$ cat config.mk
export PLATFORM = sky130hd
export DESIGN_NAME = shift_arbiter_flat
export DESIGN_NICKNAME = d
export VERILOG_FILES = /design/src/rtl/shift_arbiter_if.sv /design/src/rtl/shift_arbiter.sv /design/src/flat_wrapper.sv
export SDC_FILE = /design/constraint.sdc
export NUM_CORES = 1
export LEC_CHECK = 0
export BUFFER_PORTS_ARGS = -buffer_cell sky130_fd_sc_hd__clkbuf_2
export CAP_MARGIN = 20
export CELL_PAD_IN_SITES_DETAIL_PLACEMENT = 1
export CELL_PAD_IN_SITES_GLOBAL_PLACEMENT = 1
export CORE_ASPECT_RATIO = 0.7
export CORE_MARGIN = 3
export CORE_UTILIZATION = 37
export CTS_CLUSTER_SIZE = 16
export DETAILED_ROUTE_END_ITERATION = 8
export PLACE_DENSITY_LB_ADDON = 0.2
export REMOVE_ABC_BUFFERS = 1
export SYNTH_ARGS = -nofsm -noshare
export SYNTH_HDL_FRONTEND = slang
export SYNTH_SLANG_ARGS = --single-unit
export TNS_END_PERCENT = 10
$ cat constraint.sdc
create_clock -name clk -period 3.2 [get_ports clk]
set_input_delay 0.8 -clock clk [delete_from_list [all_inputs] [get_ports clk]]
set_output_delay 0.8 -clock clk [all_outputs]
set_load 0.005 [all_outputs]
$ cat src/rtl/shift_arbiter_if.sv
// Request/response bundle for the two-port shared barrel shifter.
// master = requester/consumer side, slave = the arbiter.
interface shift_arbiter_if #(
  parameter int XLEN = 32
);
  logic            req0_valid;
  logic            req0_ready;
  logic [1:0]      req0_sel;
  logic [XLEN-1:0] req0_a;
  logic [XLEN-1:0] req0_b;
  logic            rsp0_valid;
  logic            rsp0_ready;
  logic [XLEN-1:0] rsp0_data;

  logic            req1_valid;
  logic            req1_ready;
  logic [1:0]      req1_sel;
  logic [XLEN-1:0] req1_a;
  logic [XLEN-1:0] req1_b;
  logic            rsp1_valid;
  logic            rsp1_ready;
  logic [XLEN-1:0] rsp1_data;

  modport master (
    output req0_valid, req0_sel, req0_a, req0_b, rsp0_ready,
    output req1_valid, req1_sel, req1_a, req1_b, rsp1_ready,
    input  req0_ready, rsp0_valid, rsp0_data,
    input  req1_ready, rsp1_valid, rsp1_data
  );

  modport slave (
    input  req0_valid, req0_sel, req0_a, req0_b, rsp0_ready,
    input  req1_valid, req1_sel, req1_a, req1_b, rsp1_ready,
    output req0_ready, rsp0_valid, rsp0_data,
    output req1_ready, rsp1_valid, rsp1_data
  );
endinterface

$ cat src/rtl/shift_arbiter.sv
// Two-port arbiter in front of one 32-bit barrel shifter (SLL/SRL/SRA/pass).
// A single registered result stage holds one result and its owning port;
// a new op may be loaded in the same cycle the owner drains the old one.
module shift_arbiter #(
  parameter int XLEN  = 32,
  parameter bit RR_EN = 1'b1
) (
  input  logic           clk,
  input  logic           rst_n,
  shift_arbiter_if.slave bus,
  output logic           busy
);

  typedef enum logic {IDLE, HOLD} state_t;

  state_t          state_p1, state_nxt;
  logic            owner_p1;
  logic            last_p1;
  logic [XLEN-1:0] result_p1;
  logic            vld_p1;

  logic            owner_ready;
  logic            can_accept;
  logic            gnt1;
  logic            accept;
  logic [1:0]      op_sel;
  logic [XLEN-1:0] op_a;
  logic [4:0]      op_amt;
  logic            unused_b_hi;

  function automatic logic [XLEN-1:0] do_shift(input logic [1:0]      sel,
                                                input logic [XLEN-1:0] a,
                                                input logic [4:0]      amt);
    logic signed [XLEN-1:0] a_s;
    logic [XLEN-1:0]        r;
    a_s = a;
    case (sel)
      2'b01:   r = a << amt;
      2'b10:   r = a >> amt;
      2'b11:   r = a_s >>> amt;
      default: r = a;
    endcase
    return r;
  endfunction

  // Only b[4:0] carries the shift amount; upper bits are don't-care.
  assign unused_b_hi = ^{bus.req0_b[XLEN-1:5], bus.req1_b[XLEN-1:5]};

  // Arbitration: port 1 wins when alone, or on a tie when round-robin says
  // port 0 won last time. Readies are gated by reset so nothing is taken
  // while the block is held in reset.
  always_comb begin
    vld_p1      = (state_p1 == HOLD);
    owner_ready = owner_p1 ? bus.rsp1_ready : bus.rsp0_ready;
    can_accept  = rst_n & (~vld_p1 | owner_ready);
    gnt1        = bus.req1_valid &
                  (~bus.req0_valid | (RR_EN & ~last_p1));
    accept      = can_accept & (bus.req0_valid | bus.req1_valid);
    op_sel      = gnt1 ? bus.req1_sel : bus.req0_sel;
    op_a        = gnt1 ? bus.req1_a   : bus.req0_a;
    op_amt      = gnt1 ? bus.req1_b[4:0] : bus.req0_b[4:0];
  end

  assign bus.req0_ready = can_accept & bus.req0_valid & ~gnt1;
  assign bus.req1_ready = can_accept & gnt1;

  // Next-state: load on accept, drain to IDLE when owner takes and nothing new.
  always_comb begin
    state_nxt = state_p1;
    if (accept) begin
      state_nxt = HOLD;
    end else if (vld_p1 && owner_ready) begin
      state_nxt = IDLE;
    end
  end

  // ---- stage p1: result register, owner and round-robin history ----
  // Control state register.
  always_ff @(posedge clk or negedge rst_n) begin
    if (!rst_n) begin
      state_p1 <= IDLE;
      owner_p1 <= 1'b0;
      last_p1  <= 1'b1;
    end else begin
      state_p1 <= state_nxt;
      if (accept) begin
        owner_p1 <= gnt1;
        if (RR_EN) begin
          last_p1 <= gnt1;
        end
      end
    end
  end

  // Result register; loaded with the granted op's shift on every accept.
  always_ff @(posedge clk or negedge rst_n) begin
    if (!rst_n) begin
      result_p1 <= '0;
    end else if (accept) begin
      result_p1 <= do_shift(op_sel, op_a, op_amt);
    end
  end

  assign bus.rsp0_valid = vld_p1 & ~owner_p1;
  assign bus.rsp1_valid = vld_p1 &  owner_p1;
  assign bus.rsp0_data  = result_p1;
  assign bus.rsp1_data  = result_p1;
  assign busy           = vld_p1;

endmodule

$ cat src/flat_wrapper.sv
// flat-port wrapper written by rule: the top's interface ports become plain ports
module shift_arbiter_flat 
#(
  parameter int XLEN  = 32,
  parameter bit RR_EN = 1'b1
)
  (clk, rst_n, busy, bus_req0_valid, bus_req0_sel, bus_req0_a, bus_req0_b, bus_rsp0_ready, bus_req1_valid, bus_req1_sel, bus_req1_a, bus_req1_b, bus_rsp1_ready, bus_req0_ready, bus_rsp0_valid, bus_rsp0_data, bus_req1_ready, bus_rsp1_valid, bus_rsp1_data);
  shift_arbiter_if #(.XLEN(XLEN)) bus_i ();
  input  logic clk;
  input  logic rst_n;
  output logic busy;
  input wire logic [$bits(bus_i.req0_valid)-1:0] bus_req0_valid;
  input wire logic [$bits(bus_i.req0_sel)-1:0] bus_req0_sel;
  input wire logic [$bits(bus_i.req0_a)-1:0] bus_req0_a;
  input wire logic [$bits(bus_i.req0_b)-1:0] bus_req0_b;
  input wire logic [$bits(bus_i.rsp0_ready)-1:0] bus_rsp0_ready;
  input wire logic [$bits(bus_i.req1_valid)-1:0] bus_req1_valid;
  input wire logic [$bits(bus_i.req1_sel)-1:0] bus_req1_sel;
  input wire logic [$bits(bus_i.req1_a)-1:0] bus_req1_a;
  input wire logic [$bits(bus_i.req1_b)-1:0] bus_req1_b;
  input wire logic [$bits(bus_i.rsp1_ready)-1:0] bus_rsp1_ready;
  output wire logic [$bits(bus_i.req0_ready)-1:0] bus_req0_ready;
  output wire logic [$bits(bus_i.rsp0_valid)-1:0] bus_rsp0_valid;
  output wire logic [$bits(bus_i.rsp0_data)-1:0] bus_rsp0_data;
  output wire logic [$bits(bus_i.req1_ready)-1:0] bus_req1_ready;
  output wire logic [$bits(bus_i.rsp1_valid)-1:0] bus_rsp1_valid;
  output wire logic [$bits(bus_i.rsp1_data)-1:0] bus_rsp1_data;
  assign bus_i.req0_valid = bus_req0_valid;
  assign bus_i.req0_sel = bus_req0_sel;
  assign bus_i.req0_a = bus_req0_a;
  assign bus_i.req0_b = bus_req0_b;
  assign bus_i.rsp0_ready = bus_rsp0_ready;
  assign bus_i.req1_valid = bus_req1_valid;
  assign bus_i.req1_sel = bus_req1_sel;
  assign bus_i.req1_a = bus_req1_a;
  assign bus_i.req1_b = bus_req1_b;
  assign bus_i.rsp1_ready = bus_rsp1_ready;
  assign bus_req0_ready = bus_i.req0_ready;
  assign bus_rsp0_valid = bus_i.rsp0_valid;
  assign bus_rsp0_data = bus_i.rsp0_data;
  assign bus_req1_ready = bus_i.req1_ready;
  assign bus_rsp1_valid = bus_i.rsp1_valid;
  assign bus_rsp1_data = bus_i.rsp1_data;
  shift_arbiter #(.XLEN(XLEN), .RR_EN(RR_EN)) u_core (.clk(clk), .rst_n(rst_n), .bus(bus_i), .busy(busy));
endmodule
==> results.py <==
metrics = {
    "power": {
        "peakVddDrop_v": 0.0002127,
        "p_clk_share_pct": 11.5,
        "combPwrFrac_pct": 72.2,
        "p_leak_nw": 5.078,
        "seqPwrFrac_pct": 16.3,
        "p_int_mw": 2.382,
        "p_sw_share_pct": 49.10,
        "power.density_nw_per_um2": 407.7,
        "p_switching_mw": 2.298,
    },
    "logic_synthesis": {
        "yosys-top-cells-area": "mux4_2 (20%), mux2i_1 (16%), dfrtp_1 (9.9%)",
        "ys.flop_type": "dfrtp_1",
        "async_reset_ff_share_pct": 100.0,
        "synth_xor_area_share_pct": 0,
        "synth-simple-area-share_pct": 16.26,
        "synth_top_area_share_pct": 19.90,
        "muxShareOfSynthArea_pct": 42.42,
        "yosysMostFrequentCell": "mux2i_1",
        "synth_top_cells_by_count": "mux2i_1 (141), nor2_1 (127), nand2_1 (93)",
        "ys_seq_elements": 35,
        "synth_cell_type_count": 67,
        "synthAdderAreaFrac_pct": 0,
        "synth_top_family_by_area": "multiplexers",
        "synth_warnings": 0,
        "syn_area_um2": 8603,
        "ys_seq_area_share_pct": 10.19,
        "syn_inst": 1058,
        "syn_area_per_cell_um2": 8.132,
        "synth_edf_count": 0,
        "synth_compound_area_share_pct": 22.40,
        "yosysTopAreaCell": "mux4_2",
    },
    "placement": {
        "pre_cts_slack_ps": -503.9,
        "gp_congestion": 1.000,
        "place_inst": 1649,
        "place_hpwl_um": 39880,
        "port_buffers": 152,
    },
    "routing": {
        "wl_per_cell_um": 29.79,
        "drc": 0,
        "drtIter0Drc": 1304,
        "dr.pass1.iters": 5,
        "drtAntennaViolNets": 0,
        "viasPerCell": 6.502,
        "route.vias.total": 10806,
        "wirelength_um": 49510,
    },
    "layout": {
        "fin_cells": 1662,
        "final_core_util_pct": 50.49,
        "diodes": 0,
        "drive_gt1_share_pct": 41.04,
        "areaGrowthSynthToFinish_pct": 33.42,
        "nFillCells": 2773,
        "nNetsFinal": 1487,
    },
    "grt": {
        "grtUsageMet3_pct": 11.36,
        "met2_usage_pct": 54.43,
        "grt_overflow_total": 0,
        "grt_pass1_vias": 10514,
        "grt_max_degree": 35,
        "grtUsageTotal_pct": 38.49,
        "grt_pass1_wl_um": 71920,
        "use_met1_pct": 57.46,
        "busiest_layer": "met1",
        "grt_antenna_before_repair": 3,
    },
    "floorplan": {
        "coreArea_um2": 22730,
        "io_pins": 207,
        "dieHeight_um": 133.6,
        "die-area_um2": 25150,
        "initial_core_util_pct": 37.84,
        "rows": 46,
        "fp.dieW_um": 188.3,
    },
    "min_path": {
        "hold_path.class": "in2async",
    },
    "setup_path": {
        "cp-end-kind": "flop",
        "critPathArrivalTime_ps": 3340,
        "start_kind": "input port",
        "cp.required_ps": 3390,
        "path_max_fanout": 7,
        "timing_worst_setup_path_type": "in2reg",
    },
    "sta": {
        "fin_ws_ps": 53.33,
        "finClkSkew_ps": 3.388,
        "finalHoldViolCount": 0,
        "hold_ws_ps": 322.4,
        "grt_setup_unrepaired": "false",
        "worstMarginPinSlew_ps": 963.4,
        "relSlewSlack_pct": 35.09,
        "final-setup-viol-count": 0,
        "clock.fmax_ghz": 0.3178,
        "slew_viol_final": 0,
        "tns_ps": 0,
        "fin_crit_sh_pct": 98.33,
        "fin_crit_ps": 3147,
    },
    "clock_tree": {
        "clk_path_buf_depth": 2,
        "cts_made_buffers": 5,
        "cts_tree": "yes",
        "cts-root-buf": "clkbuf_16",
        "path_clk_slew_ps": 70,
        "clock_latency_ps": 300,
        "htreeDepth": 2,
        "cts.sinks": 35,
        "cts_hold_buf": 0,
    },
    "job": {
        "max_cap_viol_count": 0,
    },
    "outcome": {
        "run_status": "finished clean",
    },
}
[path summary, 6_finish.rpt]
kind / startpoint / end / slack (ps) / cells after the start
worst max-delay path: bus_req1_valid / u_core.bus.rsp0_data[1] / 50 / 9
worst max register to register: u_core.last_p1 / u_core.bus.rsp0_data[5] / 140 / 9
worst min register to register: u_core.last_p1 / u_core.last_p1 / 550 / 1
max in group asynchronous: rst_n / u_core.bus.rsp0_data[18] / 2080 / 2
worst min-delay path: rst_n / u_core.owner_p1 / 320 / 1
min in group clk: u_core.last_p1 / u_core.last_p1 / 550 / 1
[layout by cell type (no fill, tap or decap), types with 5 or more instances in the layout]
cell,n
a211oi_1,24
inv_1,6
nand4_1,6
dfrtp_1,34
nor2b_1,10
mux2i_4,5
a21o_1,5
mux2i_1,139
buf_12,20
nand2b_1,8
clkbuf_16,5
a221oi_1,8
clkbuf_2,148
mux2_2,41
nand3_1,27
o21ai_1,8
o31ai_1,7
nand3b_1,6
a31oi_1,16
nand2_1,93
a21oi_1,73
mux4_2,76
o22ai_1,13
buf_4,245
o211ai_1,14
nor2_1,127
nor3_1,28
o21ai_0,81
o221ai_1,8
[critical path: stages]
cell	delay, ps
clkbuf_2	90
a21bo_4	260
buf_4	170
mux2_4	330
o21ai_0	200
o21ai_0	530
o21ai_0	290
mux2_2	350
a311oi_1	320
[cells by family after synthesis]
kind of cell | Yosys count
flops | 35
buf+inv | 135
mux | 262
compound gates | 305
simple gates | 321
[registers in the layout (all words and copies together) (netlist names)]
name / flops
u_core.bus.rsp0_data: 32
u_core.busy: 1
u_core.last_p1: 1
u_core.owner_p1: 1
[routing by layer]
metal	share of wire [%]	vias to the layer above
met5	0.077	-
met4	2.6	6
met3	12	80
met2	40	661
met1	46	5411
li1	-	4648
[timing repair]
action	in CTS	in global routing
gates resized for setup	1	3
endpoints found under the setup margin	2	2
setup buffers	5	0
[layout make-up]
type                       instances  area, um2  area share (%)
clock inverter                     2      12.51          0.1090
sequential                        35      877.1           7.641
clock buffer                       6      128.9           1.123
multi-input combinational        888       7067           61.57
timing repair buffer             413       2980           25.96
tap                              312      390.4           3.401
inverter                           6      22.52          0.1962
[through the flow]
step	area [um2]	total power [mW]
2_1_floorplan	7875	2.173
3_3_place_gp	11280	3.988
3_5_place_dp	11280	4.030
4_1_cts	11470	4.585
5_1_grt	11480	4.889
6_report	11480	4.680
[power groups by stage]
| stage | combinational (mW) | clock (mW) | sequential [mW] |
|---|---|---|---|
| global placement | 3.23 | 0 | 0.761 |
| CTS | 3.29 | 0.534 | 0.762 |
| detailed placement | 3.26 | 0 | 0.768 |
| finish | 3.38 | 0.536 | 0.763 |
| global route | 3.55 | 0.553 | 0.787 |
| floorplan | 1.41 | 0 | 0.762 |
Power figures use the tool's default switching activity.
